## src/rtl/mul_div_unit.sv

```systemverilog
// Iterative MULT/MULTU/DIV/DIVU unit with HI/LO registers: shift-add multiply, restoring divide.
// Define MULDIV_SIGNED_EN to make op 00/10 signed; otherwise every op runs unsigned.
module mul_div_unit #(
   parameter int unsigned DATA_WIDTH = 32
) (
   input  logic                  clk,
   input  logic                  rst,
   input  logic                  start,
   input  logic [1:0]            op,
   input  logic [DATA_WIDTH-1:0] operandA,
   input  logic [DATA_WIDTH-1:0] operandB,
   input  logic                  hiWrite,
   input  logic                  loWrite,
   input  logic [DATA_WIDTH-1:0] writeData,
   output logic                  busy,
   output logic                  done,
   output logic                  divByZero,
   output logic [DATA_WIDTH-1:0] hi,
   output logic [DATA_WIDTH-1:0] lo
);
   localparam int unsigned W    = DATA_WIDTH;
   localparam int unsigned CntW = $clog2(DATA_WIDTH);

   typedef enum logic [1:0] {StIdle, StMul, StDiv, StDone} state_e;

   state_e          state_q, state_d;
   logic [CntW-1:0] cnt_q, cnt_d;
   logic [W-1:0]    acc_q, acc_d, sh_q, sh_d, opb_q, opb_d;
   logic [W-1:0]    hi_q, hi_d, lo_q, lo_d;
   logic            dbz_q, dbz_d;

   logic            accept, last_iter;
   logic [W-1:0]    mag_a, mag_b;
   logic [W:0]      mul_sum;
   logic [2*W-1:0]  prod_raw, prod_res;
   logic [W:0]      div_shift;
   logic            div_ge;
   logic [W-1:0]    div_diff, quo_raw, rem_raw, quo_res, rem_res;

   assign accept    = start & ((state_q == StIdle) | (state_q == StDone));
   assign last_iter = (cnt_q == CntW'(W - 1));

   // Multiply: acc holds the running upper half, sh shifts the multiplier out as product bits enter.
   assign mul_sum  = {1'b0, acc_q} + (sh_q[0] ? {1'b0, opb_q} : '0);
   assign prod_raw = {mul_sum, sh_q[W-1:1]};

   // Divide: acc is the partial remainder, sh shifts dividend bits out and quotient bits in.
   assign div_shift = {acc_q, sh_q[W-1]};
   assign div_ge    = (div_shift >= {1'b0, opb_q});
   assign div_diff  = div_shift[W-1:0] - opb_q;
   assign quo_raw   = {sh_q[W-2:0], div_ge};
   assign rem_raw   = div_ge ? div_diff : div_shift[W-1:0];

`ifdef MULDIV_SIGNED_EN
   logic sgn_a, sgn_b, res_neg_q, rem_neg_q;

   assign sgn_a = ~op[0] & operandA[W-1];
   assign sgn_b = ~op[0] & operandB[W-1];
   assign mag_a = sgn_a ? -operandA : operandA;
   assign mag_b = sgn_b ? -operandB : operandB;

   always_ff @(posedge clk or negedge rst) begin
      if (!rst) begin
         res_neg_q <= 1'b0;
         rem_neg_q <= 1'b0;
      end else if (accept) begin
         res_neg_q <= sgn_a ^ sgn_b;
         rem_neg_q <= sgn_a;
      end
   end

   assign prod_res = res_neg_q ? -prod_raw : prod_raw;
   assign quo_res  = res_neg_q ? -quo_raw : quo_raw;
   assign rem_res  = rem_neg_q ? -rem_raw : rem_raw;
`else
   logic unused_op0;

   assign unused_op0 = op[0];
   assign mag_a      = operandA;
   assign mag_b      = operandB;
   assign prod_res   = prod_raw;
   assign quo_res    = quo_raw;
   assign rem_res    = rem_raw;
`endif

   always_comb begin
      state_d = state_q;
      cnt_d   = cnt_q;
      acc_d   = acc_q;
      sh_d    = sh_q;
      opb_d   = opb_q;
      hi_d    = hi_q;
      lo_d    = lo_q;
      dbz_d   = dbz_q;
      case (state_q)
         StMul: begin
            acc_d = mul_sum[W:1];
            sh_d  = {mul_sum[0], sh_q[W-1:1]};
            cnt_d = cnt_q + 1'b1;
            if (last_iter) begin
               hi_d    = prod_res[2*W-1:W];
               lo_d    = prod_res[W-1:0];
               state_d = StDone;
            end
         end
         StDiv: begin
            if (dbz_q) begin
               state_d = StDone;
            end else begin
               acc_d = rem_raw;
               sh_d  = quo_raw;
               cnt_d = cnt_q + 1'b1;
               if (last_iter) begin
                  hi_d    = rem_res;
                  lo_d    = quo_res;
                  state_d = StDone;
               end
            end
         end
         default: begin
            // Idle and Done both accept register writes and a new operation.
            state_d = StIdle;
            if (hiWrite) hi_d = writeData;
            if (loWrite) lo_d = writeData;
            if (accept) begin
               state_d = op[1] ? StDiv : StMul;
               cnt_d   = '0;
               acc_d   = '0;
               sh_d    = mag_a;
               opb_d   = mag_b;
               dbz_d   = op[1] & ~|operandB;
            end
         end
      endcase
   end

   always_ff @(posedge clk or negedge rst) begin
      if (!rst) begin
         state_q <= StIdle;
         cnt_q   <= '0;
         acc_q   <= '0;
         sh_q    <= '0;
         opb_q   <= '0;
         hi_q    <= '0;
         lo_q    <= '0;
         dbz_q   <= 1'b0;
      end else begin
         state_q <= state_d;
         cnt_q   <= cnt_d;
         acc_q   <= acc_d;
         sh_q    <= sh_d;
         opb_q   <= opb_d;
         hi_q    <= hi_d;
         lo_q    <= lo_d;
         dbz_q   <= dbz_d;
      end
   end

   assign busy      = (state_q == StMul) | (state_q == StDiv);
   assign done      = (state_q == StDone);
   assign divByZero = dbz_q;
   assign hi        = hi_q;
   assign lo        = lo_q;

endmodule

```

## config.mk

```make
export PLATFORM = sky130hd
export DESIGN_NAME = mul_div_unit
export DESIGN_NICKNAME = d
export VERILOG_FILES = /design/src/rtl/mul_div_unit.sv
export SDC_FILE = /design/constraint.sdc
export NUM_CORES = 1
export LEC_CHECK = 0
export ABC_AREA = 1
export CORE_MARGIN = 2
export CORE_UTILIZATION = 25
export CTS_CLUSTER_DIAMETER = 50
export DETAILED_ROUTE_END_ITERATION = 10
export SKIP_CTS_REPAIR_TIMING = 1
export SLEW_MARGIN = 10
export SYNTH_ARGS = -nofsm -noshare
export SYNTH_HDL_FRONTEND = slang
export SYNTH_SLANG_ARGS = --single-unit
```

## constraint.sdc

```tcl
create_clock -name clk -period 3.41 [get_ports clk]
set_clock_uncertainty 0.2 [all_clocks]
set_input_delay 0.5115 -clock clk [delete_from_list [all_inputs] [get_ports clk]]
set_output_delay 0.5115 -clock clk [all_outputs]
set_load 0.01 [all_outputs]
```

======== After elaboration in Yosys (flattened, before gate mapping) ========
Cells that the tools add are included.
storage, ports and cells
  register bits after elaboration ......... 168
  word-level logic and storage cells ...... 61
operators by class
  $add $sub $neg .......................... 3
  $lt $le $gt $ge ......................... 1
  equality and inequality tests ........... 7
  multiplexer cells ....................... 26
  bitwise gates (word level) .............. 5
  reduce and logical (&&, ||, !) cells .... 11
operators by type and width
  cell                 number
  $mux 32              14
  $pmux 32 s2          4
  $add 32x32->33       1
  $ge 33x32->1         1
  $reduce_or 32->1     1
  $sub 32x32->32       1
  $mux 5               2
  $pmux 5 s2           1
  $reduce_bool 3->1    3
  $mux 2               4
  $reduce_and 4->1     2
  $ne 2x2->1 const B   3
  $add 5x1->5 const B  1
  $eq 5x5->1 const B   1
  $eq 2x2->1 const B   2
  $pmux 2 s2           1
  $reduce_and 2->1     2
  $and 1x1->1          2
  $eq 2x1->1 const B   1
  $logic_not 2->1      1
  $or 1x1->1           2
  $reduce_or 2->1      1
  $logic_not 1->1      1
  $not 1->1            1

======== Longest topological paths before layout ========
  depth in word-level cells ............... 5
  gate-level depth with buffers ........... 21
  gate-level depth less buffers ........... 19

======== Worst setup path after synthesis ========
OpenSTA, ideal clock, no wires.
  path kind ............................... register to register
  from .................................... register sh_q[0]
  to ...................................... register acc_q[23]
  setup time .............................. 132 ps
  data arrival time ....................... 2434 ps
  data required time ...................... 3078 ps
  path slack .............................. 644 ps
  cell stages (with the launch flop) ...... 20
  clock period less this slack ............ 2766 ps
  path through ............................ dfrtp_1 -> clkbuf_1 -> clkbuf_1 -> nand2_1 -> inv_1 -> ha_1 -> inv_1 -> fa_1 -> inv_1 -> nand3_1 -> nand2_1 -> inv_1 -> o21ai_0 -> nand3_1 -> nand3_1 -> nand2_1 -> nand3_1 -> nand2_2 -> nand2_2 -> o21ai_1
between the ends
  word-level cells in the longest chain between the ends .. 3
ends and longest elaborated chain
  what                    line  source
  start, declared         28    logic [W-1:0] acc_q, acc_d, sh_q, sh_d, opb_q, opb_d;
  start signal, assigned  142   sh_q <= '0;
  start signal, assigned  151   sh_q <= sh_d;
  $mux 32                 44    assign mul_sum = {1'b0, acc_q} + (sh_q[0] ? {1'b0, opb_q} : '0);
  $add 32x32->33          44
  $pmux 32 s2             95    case (state_q)
  end signal, assigned    141   acc_q <= '0;
  end signal, assigned    150   acc_q <= acc_d;
  end, declared           28
Every way passes these cells.
A chain may end at the register's enable or synchronous reset.

======== Worst setup path after layout ========
  from .................................... register state_q[0]
  to ...................................... output busy
between the ends
  word-level cells in the longest chain between the ends .. 2
  elaborated cells between the ends (all ways) .. 3
  classes of those cells .................. 2 x eq/ne; 1 x bitwise
ends and longest elaborated chain
  what                                             line  source
  start, declared                                  26    state_e state_q, state_d;
  start signal, assigned                           139   state_q <= StIdle;
  start signal, assigned                           148   state_q <= state_d;
  $eq 2x1->1 / $eq 2x2->1 (equally long branches)  159   assign busy = (state_q == StMul) | (state_q == StDiv);
  $or 1x1->1 (*)                                   159
  end, declared                                    15    output logic busy,
Every way passes the cells marked *; elsewhere a longest branch is shown, timed or not.

==> summary.md <==
| Metric | Value |
|---|---|
| # diodes | 0 |
| H-tree depth | 4 |
| Slowest CP cell | clkdlybuf4s50_1 |
| Synth area leader | dfrtp_1 |
| Num rows | 85 |
| Compound-cell area share of the yosys netlist | 15.24% |
| Worst-path clk slew | 0.07 ns |
| Area delta synth->final | 23.22% |
| Vias in the first global route | approximately 13k |
| Worst R2R Path Depth | 15 |
| DP Wirelength | 39130 um |
| Sequential fraction of the synthesis area | between 30% and 40% |
| Layout cells sized above 1 | 9.560% |
| Fillers | 5898 |
| Routability cong. | roughly 0.93 |
| TritonCTS clock tree | built |
| Final setup viols | 0 |
| Total CTS buffers | 17 |
| Mapped Cells | 2086 |
| Startpoint Class | register |
| Synth unique cells | 47 |
| Die width | 237.5 um |
| Mapped Area | 13630 um2 |
| Detailed-route via count | approximately 14k |
| Largest stage delay, worst path | roughly 0.67 ns |
| Post-synthesis mux area share | 0% |
| RSZ-0062 raised after global routing | false |
| Core Footprint | 53920 um2 |
| Hold/Removal Path Class | reg2reg |
| Total Routed Length | 48430 um |
| Simple-gate share of the synthesized area | 34.66% |
| Die Ht | between 200 and 250 um |
| Fin Setup TNS | 0 ns |
| VDD IR max | 553.8 uV |
| Synth Area in Adders | 6.626% |
| Clock sink total | 168 |
| Crit path max-delay family | buffers and inverters |
| FMAX | 316.6 MHz |
| Top_reg_cell synth | dfrtp_1 |
| Final hold vios | 0 |
| Final critical-path share of the clock period | between 90 and 100% |
| Post-Syn Nets | 2260 |
| Pwr/cell area | 775.4 nW/um2 |
| Gr usage total | 17.26% |
| #FFs+latches synth | 168 |
| Yosys top cell area share | 30.84% |
| Initial antenna violation count | 0 |
| Hold Path Depth | 2 |
| Max_cap viols | 0 |
| Rel. slew slack | 25.35% |
| Main combinational cell family by area after synthesis | simple AND/OR/NAND/NOR gates |
| Status | finished clean |
| Syn Area/Cell | 6.536 um2 |
| P_leak | between 8 and 9 nW |
| Yosys Warn Count | 0 |
| Final period demand of the worst path | approximately 3.2 ns |
| Setup CP Type | reg2out |
| GR Overflow Total | 0 |
| Top post-synthesis cells by area | dfrtp_1 (31%), nand2_1 (19%), inv_1 (8.6%) |
| Crit path DAT | 2.45 ns |
| CTS Buffer Depth | 2 |
| Die ar. | 56420 um2 |
| Crit-path cells | inv_1 > ha_2 > inv_2 > clkdlybuf4s50_1 |
| Buf/Inv on CP | 3 |
| Synth top cells by count | nand2_1 (696), inv_1 (313), dfrtp_1 (168) |
| # IOs | 170 |
| Final Max Tran Viols | 0 |
| DRC viols | 0 |
| PortBufs | roughly 170 |
| Crit. End Element | primary output |
| Post-DRT Antenna Nets | 0 |
| Routed length per placed instance | roughly 16 um |
| Largest fanout on the critical path | 22 |
| First-pass GRT wire length | between 70000 and 80000 um |
| Root Buffer Master | clkbuf_16 |
| Most frequent cell after synthesis | nand2_1 |
| Clock network latency to the later pin of the worst-skew pair | 0.47 ns |
| Initial drt markers | 1108 |
| Final nets | roughly 2.4k |
| EDFF count, synth | 0 |
| Worst hold slack | 0.3020 ns |
| CP required | 2.70 ns |
| Slew of the pin with the lowest slew margin | approximately 1.1 ns |
| XOR/XNOR share of the synthesized area | less than 1% |
| Pin count of the biggest net entering global routing | 95 |
| First-pass iteration count of the detailed router | 6 |
| Via/cell ratio | about 4.6 |
| Asr flop ratio synth | 100.0% |
| Starting Density | 25.28% |
| Number of cells on the critical path | 4 |
final timing paths:
kind                                         to  slack (ns)                   from
setup reg to reg             hi[22]$_DFFE_PN0P_        0.29  acc_q[27]$_DFFE_PN0P_
min in group asynchronous     lo[2]$_DFFE_PN0P_        0.37                    rst
setup / recovery                           busy        0.25   state_q[0]$_DFF_PN0_
hold reg to reg            sh_q[25]$_DFFE_PN0P_        0.30   sh_q[25]$_DFFE_PN0P_
max in group asynchronous    lo[13]$_DFFE_PN0P_        1.69                    rst
hold / removal             sh_q[25]$_DFFE_PN0P_        0.30   sh_q[25]$_DFFE_PN0P_
worst reg2reg max path, stage by stage (launching register included):
cell	delay, ns
dfrtp_1	0.44
ha_1	0.40
nand2_2	0.13
inv_2	0.03
nand2_1	0.05
nand3_1	0.11
a21oi_2	0.18
nand2_2	0.10
nor2_8	0.44
nand2_8	0.25
nand2_4	0.26
nand2_1	0.08
nand2_1	0.06
nand2_1	0.08
nand2_1	0.12
a21oi_1	0.09
placed cells by master, fill, tap and decap left out, types with 18 or more instances in the layout:
cell	count
nand2_1	696
inv_1	313
dfrtp_1	168
clkdlybuf4s50_1	167
nor2_1	147
a21oi_1	114
nand3_1	101
o21ai_0	78
ha_1	68
nand2_2	37
o22ai_1	31
a31oi_1	31
o211ai_1	31
buf_4	30
a21oi_2	22
nand3b_2	18
metrics by stage:
stage	setup WS (ns)	instances	power [W]	instance area (um2)	util [%]
after floorplan	0.6443	2086	0.008149	13630	-
after global placement	0.3196	2912	0.01089	16170	29.98
after detailed placement	0.3018	2912	0.01094	16170	29.98
after CTS	0.2155	2944	0.01310	16780	31.13
after global routing	0.02840	2945	0.01407	16800	31.15
final	0.2514	2945	0.01303	16800	31.15
routing by layer:
layer / global-route usage (%) / share of wire [%] / vias to the layer above
met5: 0 / 0 / -
met4: 5.546 / 2.7 / 0
met3: 2.625 / 5.0 / 53
met2: 28.85 / 47 / 336
met1: 22.84 / 45 / 6275
li1: - / - / 6949
cell families after synthesis:
| logic type | count (synthesis) |
|---|---|
| adder cells (fa/ha/maj) | 71 |
| AND/OR/NAND/NOR | 1081 |
| AO/OA/AOI/OAI | 349 |
| flip-flops | 168 |
| buffers and inverters | 403 |
| XOR/XNOR | 14 |
layout make-up:
type	count	area [um2]	area share, %
Multi-Input combinational cell	1515	7843	46.69
Sequential cell	168	4204	25.03
Timing Repair Buffer	205	2029	12.08
Inverter	329	1235	7.351
Tap cell	696	870.8	5.184
Clock buffer	17	425.4	2.532
Clock inverter	15	191.4	1.140
registers in the layout (all words and copies together), names as in the netlist:
name and cells:
divByZero 1, lo 32, hi 32, opb_q 32, acc_q 32, sh_q 32, state_q 2, cnt_q 5
report_power, final:
part           switching [W]  internal [W]
combinational        0.00472       0.00278
sequential          0.000588       0.00282
clock               0.000946       0.00117
total                0.00625       0.00677
No activity file was read; power rests on OpenSTA's default activity.
